**src/rtl/memory_access_stage_if.sv**
```systemverilog
// Data-memory bus between the memory access stage and the data memory.
//
// Signals:
//   dmem_req   - access request, held until the ack cycle
//   dmem_we    - 1 = store, 0 = load
//   dmem_addr  - word-aligned address (bits [1:0] always 00)
//   dmem_wdata - store data, already replicated into the byte lanes
//   dmem_be    - byte-lane enables (0000 for loads)
//   dmem_rdata - load data, valid in the ack cycle
//   dmem_ack   - memory completes the access in this cycle
//
// Modports: master (the pipeline stage) and slave (the memory).
interface memory_access_stage_if;
  logic        dmem_req;
  logic        dmem_we;
  logic [31:0] dmem_addr;
  logic [31:0] dmem_wdata;
  logic [3:0]  dmem_be;
  logic [31:0] dmem_rdata;
  logic        dmem_ack;

  modport master (
    output dmem_req, dmem_we, dmem_addr, dmem_wdata, dmem_be,
    input  dmem_rdata, dmem_ack
  );

  modport slave (
    input  dmem_req, dmem_we, dmem_addr, dmem_wdata, dmem_be,
    output dmem_rdata, dmem_ack
  );
endinterface

```
**src/rtl/memory_access_stage.sv**
```systemverilog
// Memory access stage of a 5-stage RISC-V pipeline: formats stores, issues
// data-memory requests, waits for a variable-latency ack, formats loads, and
// holds the MEM/WB register.
//
// Ports:
//   clk, rst            - clock, asynchronous active-low reset
//   dmem                - data-memory bus (master side)
//   RegWriteM .. RDM    - control and data from the EX/MEM register
//   RegWriteW .. RDW    - MEM/WB register outputs
//   StallM              - freezes F/D/E and EX/MEM while memory is busy
//   MisalignW,
//   MisalignAddrW       - one-cycle misaligned-access pulse and its address
//                         (present only with MISALIGN_TRAP_EN)
//
// Configuration macro: MISALIGN_TRAP_EN. When defined, misaligned halfword
// and word accesses issue no request and report through MisalignW instead.
// When undefined, the low address bits are simply ignored as appropriate.
module memory_access_stage (
  input  logic                         clk,
  input  logic                         rst,
  memory_access_stage_if.master        dmem,
  input  logic                         RegWriteM,
  input  logic                         MemWriteM,
  input  logic [1:0]                   ResultSrcM,
  input  logic [2:0]                   Funct3M,
  input  logic [31:0]                  ALUResultM,
  input  logic [31:0]                  WriteDataM,
  input  logic [31:0]                  PCPlus4M,
  input  logic [4:0]                   RDM,
  output logic                         RegWriteW,
  output logic [1:0]                   ResultSrcW,
  output logic [31:0]                  ALUResultW,
  output logic [31:0]                  ReadDataW,
  output logic [31:0]                  PCPlus4W,
  output logic [4:0]                   RDW,
`ifdef MISALIGN_TRAP_EN
  output logic                         MisalignW,
  output logic [31:0]                  MisalignAddrW,
`endif
  output logic                         StallM
);

  typedef enum logic {S_IDLE, S_WAIT} state_t;

  state_t      state;
  logic        memop;
  logic        misalign;
  logic        access;
  logic [31:0] rdata_shift;
  logic [15:0] rdata_half;
  logic [31:0] load_data;

  assign memop = MemWriteM | (ResultSrcM == 2'b01);

`ifdef MISALIGN_TRAP_EN
  // Halfword on an odd byte, or word on any non-zero offset.
  assign misalign = memop &
                    (((Funct3M[1:0] == 2'b01) & ALUResultM[0]) |
                     (Funct3M[1] & (ALUResultM[1:0] != 2'b00)));
`else
  assign misalign = 1'b0;
`endif

  assign access = memop & ~misalign;

  // Gating with rst drops the request in the same cycle reset is asserted,
  // even though the EX/MEM inputs may still present a memory op.
  assign dmem.dmem_req  = rst & (((state == S_IDLE) & access) | (state == S_WAIT));
  assign StallM         = dmem.dmem_req & ~dmem.dmem_ack;
  assign dmem.dmem_addr = {ALUResultM[31:2], 2'b00};
  assign dmem.dmem_we   = MemWriteM;

  // Store formatting: data is replicated into every lane and byte enables
  // select the lane(s) actually written.
  // NOTE: every output of a combinational block gets a default first, so no
  // path can leave it unassigned and infer a latch.
  always_comb begin
    dmem.dmem_wdata = '0;
    dmem.dmem_be    = 4'b0000;
    if (MemWriteM) begin
      unique case (Funct3M[1:0])
        2'b00: begin
          dmem.dmem_wdata = {4{WriteDataM[7:0]}};
          dmem.dmem_be    = 4'b0001 << ALUResultM[1:0];
        end
        2'b01: begin
          dmem.dmem_wdata = {2{WriteDataM[15:0]}};
          dmem.dmem_be    = ALUResultM[1] ? 4'b1100 : 4'b0011;
        end
        default: begin
          dmem.dmem_wdata = WriteDataM;
          dmem.dmem_be    = 4'b1111;
        end
      endcase
    end
  end

  // Load formatting: byte lane picked by addr[1:0], halfword lane by addr[1].
  assign rdata_shift = dmem.dmem_rdata >> {ALUResultM[1:0], 3'b000};
  assign rdata_half  = ALUResultM[1] ? dmem.dmem_rdata[31:16] : dmem.dmem_rdata[15:0];

  always_comb begin
    load_data = dmem.dmem_rdata;
    unique case (Funct3M)
      3'b000:  load_data = {{24{rdata_shift[7]}}, rdata_shift[7:0]};
      3'b001:  load_data = {{16{rdata_half[15]}}, rdata_half};
      3'b100:  load_data = {24'h0, rdata_shift[7:0]};
      3'b101:  load_data = {16'h0, rdata_half};
      default: load_data = dmem.dmem_rdata;
    endcase
  end

  // FSM and MEM/WB register. A stalled or trapped cycle loads a bubble:
  // only RegWriteW is cleared, the other W fields keep their old values.
  // NOTE: sequential state uses non-blocking assignments so every register
  // samples the pre-edge values, independent of statement order.
  always_ff @(posedge clk or negedge rst) begin
    if (!rst) begin
      state      <= S_IDLE;
      RegWriteW  <= 1'b0;
      ResultSrcW <= 2'b00;
      ALUResultW <= '0;
      ReadDataW  <= '0;
      PCPlus4W   <= '0;
      RDW        <= '0;
`ifdef MISALIGN_TRAP_EN
      MisalignW     <= 1'b0;
      MisalignAddrW <= '0;
`endif
    end else begin
      unique case (state)
        S_IDLE: if (access && !dmem.dmem_ack) state <= S_WAIT;
        S_WAIT: if (dmem.dmem_ack)            state <= S_IDLE;
        default:                              state <= S_IDLE;
      endcase

      if (StallM || misalign) begin
        RegWriteW <= 1'b0;
      end else begin
        RegWriteW  <= RegWriteM;
        ResultSrcW <= ResultSrcM;
        ALUResultW <= ALUResultM;
        ReadDataW  <= load_data;
        PCPlus4W   <= PCPlus4M;
        RDW        <= RDM;
      end

`ifdef MISALIGN_TRAP_EN
      // A misaligned op never stalls, so this is a single-cycle pulse
      // unless the same op is presented again.
      MisalignW     <= misalign;
      MisalignAddrW <= misalign ? ALUResultM : '0;
`endif
    end
  end

endmodule

```
**src/flat_wrapper.sv**
```systemverilog
// flat-port wrapper written by rule: the top's interface ports become plain ports
module memory_access_stage_flat 
  (clk, rst, RegWriteM, MemWriteM, ResultSrcM, Funct3M, ALUResultM, WriteDataM, PCPlus4M, RDM, RegWriteW, ResultSrcW, ALUResultW, ReadDataW, PCPlus4W, RDW, StallM, dmem_dmem_req, dmem_dmem_we, dmem_dmem_addr, dmem_dmem_wdata, dmem_dmem_be, dmem_dmem_rdata, dmem_dmem_ack);
  memory_access_stage_if dmem_i ();
  input  logic clk;
  input  logic rst;
  input  logic RegWriteM;
  input  logic MemWriteM;
  input  logic [1:0] ResultSrcM;
  input  logic [2:0] Funct3M;
  input  logic [31:0] ALUResultM;
  input  logic [31:0] WriteDataM;
  input  logic [31:0] PCPlus4M;
  input  logic [4:0] RDM;
  output logic RegWriteW;
  output logic [1:0] ResultSrcW;
  output logic [31:0] ALUResultW;
  output logic [31:0] ReadDataW;
  output logic [31:0] PCPlus4W;
  output logic [4:0] RDW;
  output logic StallM;
  output wire logic [$bits(dmem_i.dmem_req)-1:0] dmem_dmem_req;
  output wire logic [$bits(dmem_i.dmem_we)-1:0] dmem_dmem_we;
  output wire logic [$bits(dmem_i.dmem_addr)-1:0] dmem_dmem_addr;
  output wire logic [$bits(dmem_i.dmem_wdata)-1:0] dmem_dmem_wdata;
  output wire logic [$bits(dmem_i.dmem_be)-1:0] dmem_dmem_be;
  input wire logic [$bits(dmem_i.dmem_rdata)-1:0] dmem_dmem_rdata;
  input wire logic [$bits(dmem_i.dmem_ack)-1:0] dmem_dmem_ack;
  assign dmem_dmem_req = dmem_i.dmem_req;
  assign dmem_dmem_we = dmem_i.dmem_we;
  assign dmem_dmem_addr = dmem_i.dmem_addr;
  assign dmem_dmem_wdata = dmem_i.dmem_wdata;
  assign dmem_dmem_be = dmem_i.dmem_be;
  assign dmem_i.dmem_rdata = dmem_dmem_rdata;
  assign dmem_i.dmem_ack = dmem_dmem_ack;
  memory_access_stage u_core (.clk(clk), .rst(rst), .dmem(dmem_i), .RegWriteM(RegWriteM), .MemWriteM(MemWriteM), .ResultSrcM(ResultSrcM), .Funct3M(Funct3M), .ALUResultM(ALUResultM), .WriteDataM(WriteDataM), .PCPlus4M(PCPlus4M), .RDM(RDM), .RegWriteW(RegWriteW), .ResultSrcW(ResultSrcW), .ALUResultW(ALUResultW), .ReadDataW(ReadDataW), .PCPlus4W(PCPlus4W), .RDW(RDW), .StallM(StallM));
endmodule
```
**config.mk**
```make
export PLATFORM = sky130hd
export DESIGN_NAME = memory_access_stage_flat
export DESIGN_NICKNAME = d
export VERILOG_FILES = /design/src/rtl/memory_access_stage_if.sv /design/src/rtl/memory_access_stage.sv /design/src/flat_wrapper.sv
export SDC_FILE = /design/constraint.sdc
export NUM_CORES = 1
export LEC_CHECK = 0
export ABC_AREA = 1
export CORE_AREA = 2 2 125 127
export CTS_BUF_LIST = sky130_fd_sc_hd__clkbuf_2 sky130_fd_sc_hd__clkbuf_4 sky130_fd_sc_hd__clkbuf_8
export DETAILED_ROUTE_END_ITERATION = 7
export DIE_AREA = 0 0 127 129
export GPL_TIMING_DRIVEN = 1
export MAX_ROUTING_LAYER = met4
export PLACE_DENSITY = 0.83
export SLEW_MARGIN = 10
export SYNTH_ARGS = -nofsm -noshare
export SYNTH_HDL_FRONTEND = slang
export SYNTH_SLANG_ARGS = --single-unit
```
**constraint.sdc**
```tcl
create_clock -name clk -period 2.1 [get_ports clk]
set_input_delay 0.42 -clock clk [delete_from_list [all_inputs] [get_ports clk]]
set_output_delay 0.42 -clock clk [all_outputs]
set_load 0.01 [all_outputs]
```
==> impl_metrics.ini <==
[pwr]
power.share.sequential = 0.445
irDropWorstVdd_uv = 289.7
p_int_mw = 3.600
p_sw_mw = 1.615
p_clk_frac = 0.233
p_total_mw = 5.215
p_comb_frac = 0.322
switching_share = 0.3097
leakagePower_nw = 4.748
p_per_area_nw_per_um2 = 567.6

[clock_network]
cts_made_buffers = 9
clk_path_buf_depth = 2
cts_max_level = 3
clk_latency_ns = 0.38
cts_root_buffer = clkbuf_8
path_clk_slew_ns = 0.11
cts.sinks = 105
cts_tree = done

[drt]
wirelength_um = 19700
avgViaCountPerCell = 4.698
drt-initial-drc-count = 418
wl_per_cell_um = 15.19
dr.pass1.iters = 5
routed-via-count = 6093
drc = 0
antenna_left = 0

[sta]
rsz0062_at_grt = false
finalHoldViolCount = 0
slew_viol_final = 0
finalClockSkew_ns = 0.01794
setup_viol = 0
max_freq_ghz = 0.4797
relSlewSlack = 0.4859
period_share = 0.9927
setup_slack_ns = 0.01530
fin_crit_ns = 2.085
holdWs_ns = 0.1728
tightest_slew_ns = 0.7711

[floorplan]
initial_core_util = 0.3744
die_area_um2 = 16380
die_x_um = 127
core_um2 = 14980
die_y_um = 129
rows = 45
io_pins = 318

[placement]
dp_hpwl_um = 15560
pre_cts_ws_ns = -0.4958
port-buffer-count = 315
placed_area_um2 = 8995
gp_congestion = 0.8990

[grt]
grt_util_met1 = 0.2630
antenna_found_initial = 0
grt_pass1_vias = 5929
grt_pass1_wl_um = 29860
track_usage = 0.2420
grt_use_met2 = 0.4187
grt_use_met3 = 0.06279
grt_max_degree = 76
overflow = 0
grt-busiest-layer = met2

[setup_path]
path_max_fanout = 3
cp-start-kind = primary input
cp_data_required_time_ns = 1.68
crit_type = primary input to output pin
arrival_ns = 1.66
crit_path_end_kind = output pin

[logic_synthesis]
synthCells = 797
yosys.area.top_type_share = 0.4686
synth_top_area_cell = dfrtp_1
synth.avg_cell_area_um2 = 7.035
syn_area_um2 = 5607
synth_area_leaders = dfrtp_1, nand2_1, buf_4
ys_seq_elements = 105
synth.distinct_cells = 22
ys_seq_area_frac = 0.4686
ys.warnings.count = 0

[cells_and_area]
n_fill_cell = 1302
final_nets = 1247
area_growth_pct = 63.89
layout-drive-gt1-share = 0.08386
insertedDiodeCount = 0
finalInstanceArea_um2 = 9189

[outcome]
outcome = finished clean

[min_path]
hold_path.class = primary input to async pin

[run]
cap_violations = 0
-- Yosys cell counts (all sizes together) --
library cell	n
or2	16
nand2	368
conb	1
a21oi	6
nor2	72
buf	64
nand3	26
o21bai	7
o22ai	8
inv	73
clkbuf	7
nor3	2
o21ai	42
dfrtp	105
-- cells by family (layout without fill, tap and decap cells) --
logic type	after synthesis	in the layout	share of synthesized area
other	1	2	0.0006689
buffers and inverters	144	455	0.1277
AO/OA/AOI/OAI	63	63	0.06115
flip-flops	105	105	0.4686
AND/OR/NAND/NOR	484	484	0.3419
-- state kept, by name, indices dropped and copies added (netlist names) --
| name | count |
|---|---|
| u_core.ALUResultW | 32 |
| u_core.PCPlus4W | 32 |
| u_core.ResultSrcW | 2 |
| u_core.RegWriteW | 1 |
| u_core.RDW | 5 |
| u_core.ReadDataW | 32 |
| u_core.state | 1 |
-- worst paths after layout --
| kind | start | to | slack, ns | cells after the start |
|---|---|---|---|---|
| min reg2reg | u_core.ALUResultW[15] | u_core.ALUResultW[15] | 0.48 | 2 |
| min | rst | u_core.ALUResultW[7] | 0.17 | 2 |
| max in group asynchronous | rst | u_core.ALUResultW[10] | 1.34 | 2 |
| max | WriteDataM[2] | dmem_dmem_wdata[2] | 0.02 | 4 |
| max reg2reg | u_core.state | u_core.ALUResultW[13] | 0.46 | 8 |
| min in group clk | u_core.ALUResultW[15] | u_core.ALUResultW[15] | 0.48 | 2 |
-- metal layers --
| metal | up-vias | wire length, um | share of wire |
|---|---|---|---|
| li1 | 2987 | - | - |
| met1 | 2742 | 7444 | 0.38 |
| met2 | 317 | 9815 | 0.50 |
| met3 | 47 | 1743 | 0.088 |
| met4 | 0 | 697 | 0.035 |
| met5 | - | 0 | 0 |
-- through the flow --
step	utilization	setup TNS, ns	cells
global placement	0.6006	-23.76	1279
global route	0.6135	0	1297
floorplan	-	0	798
finish	0.6135	0	1297
detailed placement	0.6006	-26.95	1279
CTS	0.6127	-0.1438	1296
-- timing repair --
item	4_1_cts	5_1_grt
gates cloned	0	1
pin swaps	3	1
hold buffers	0	0
gates resized for setup	55	14
buffers inserted	1	0
setup endpoints to repair	38	42
-- worst max-delay path: stages --
cell and delay, ns:
clkdlybuf4s50_1 0.58, nand2_1 0.09, inv_1 0.06, clkdlybuf4s50_1 0.52
-- power by group through the flow --
| stage | combinational (mW) | clock, mW | sequential [mW] |
|---|---|---|---|
| after detailed placement | 1.71 | 0 | 2.36 |
| after CTS | 1.69 | 1.26 | 2.32 |
| after floorplan | 0.544 | 0 | 2.45 |
| after global routing | 1.83 | 1.35 | 2.34 |
| final | 1.68 | 1.21 | 2.32 |
| after global placement | 1.69 | 0 | 2.35 |
-- cell type report --
| class | instances | area, um2 | share of cell area |
|---|---|---|---|
| clock buffer | 10 | 137.6 | 0.01498 |
| clock inverter | 6 | 48.80 | 0.005310 |
| inverter | 73 | 280.3 | 0.03050 |
| multi-input combinational | 549 | 2290 | 0.2492 |
| sequential | 105 | 2628 | 0.2859 |
| tap | 188 | 235.2 | 0.02560 |
| timing repair buffer | 366 | 3570 | 0.3885 |
-- layout by cell type (no fill, tap or decap), types with 5 or more instances in the layout --
master / Yosys / routed
nand2_1: 363 / 363
nand3_1: 25 / 25
buf_12: 0 / 5
buf_4: 37 / 43
inv_1: 70 / 69
nor2_1: 71 / 67
dlygate4sd2_1: 0 / 27
o21bai_1: 7 / 7
clkbuf_8: 0 / 10
clkdlybuf4s50_1: 0 / 275
o21ai_0: 42 / 38
dfrtp_1: 105 / 105
nor2_2: 1 / 5
or2_0: 12 / 12
a21oi_1: 6 / 6
o22ai_1: 8 / 8
Power figures use the tool's default switching activity.
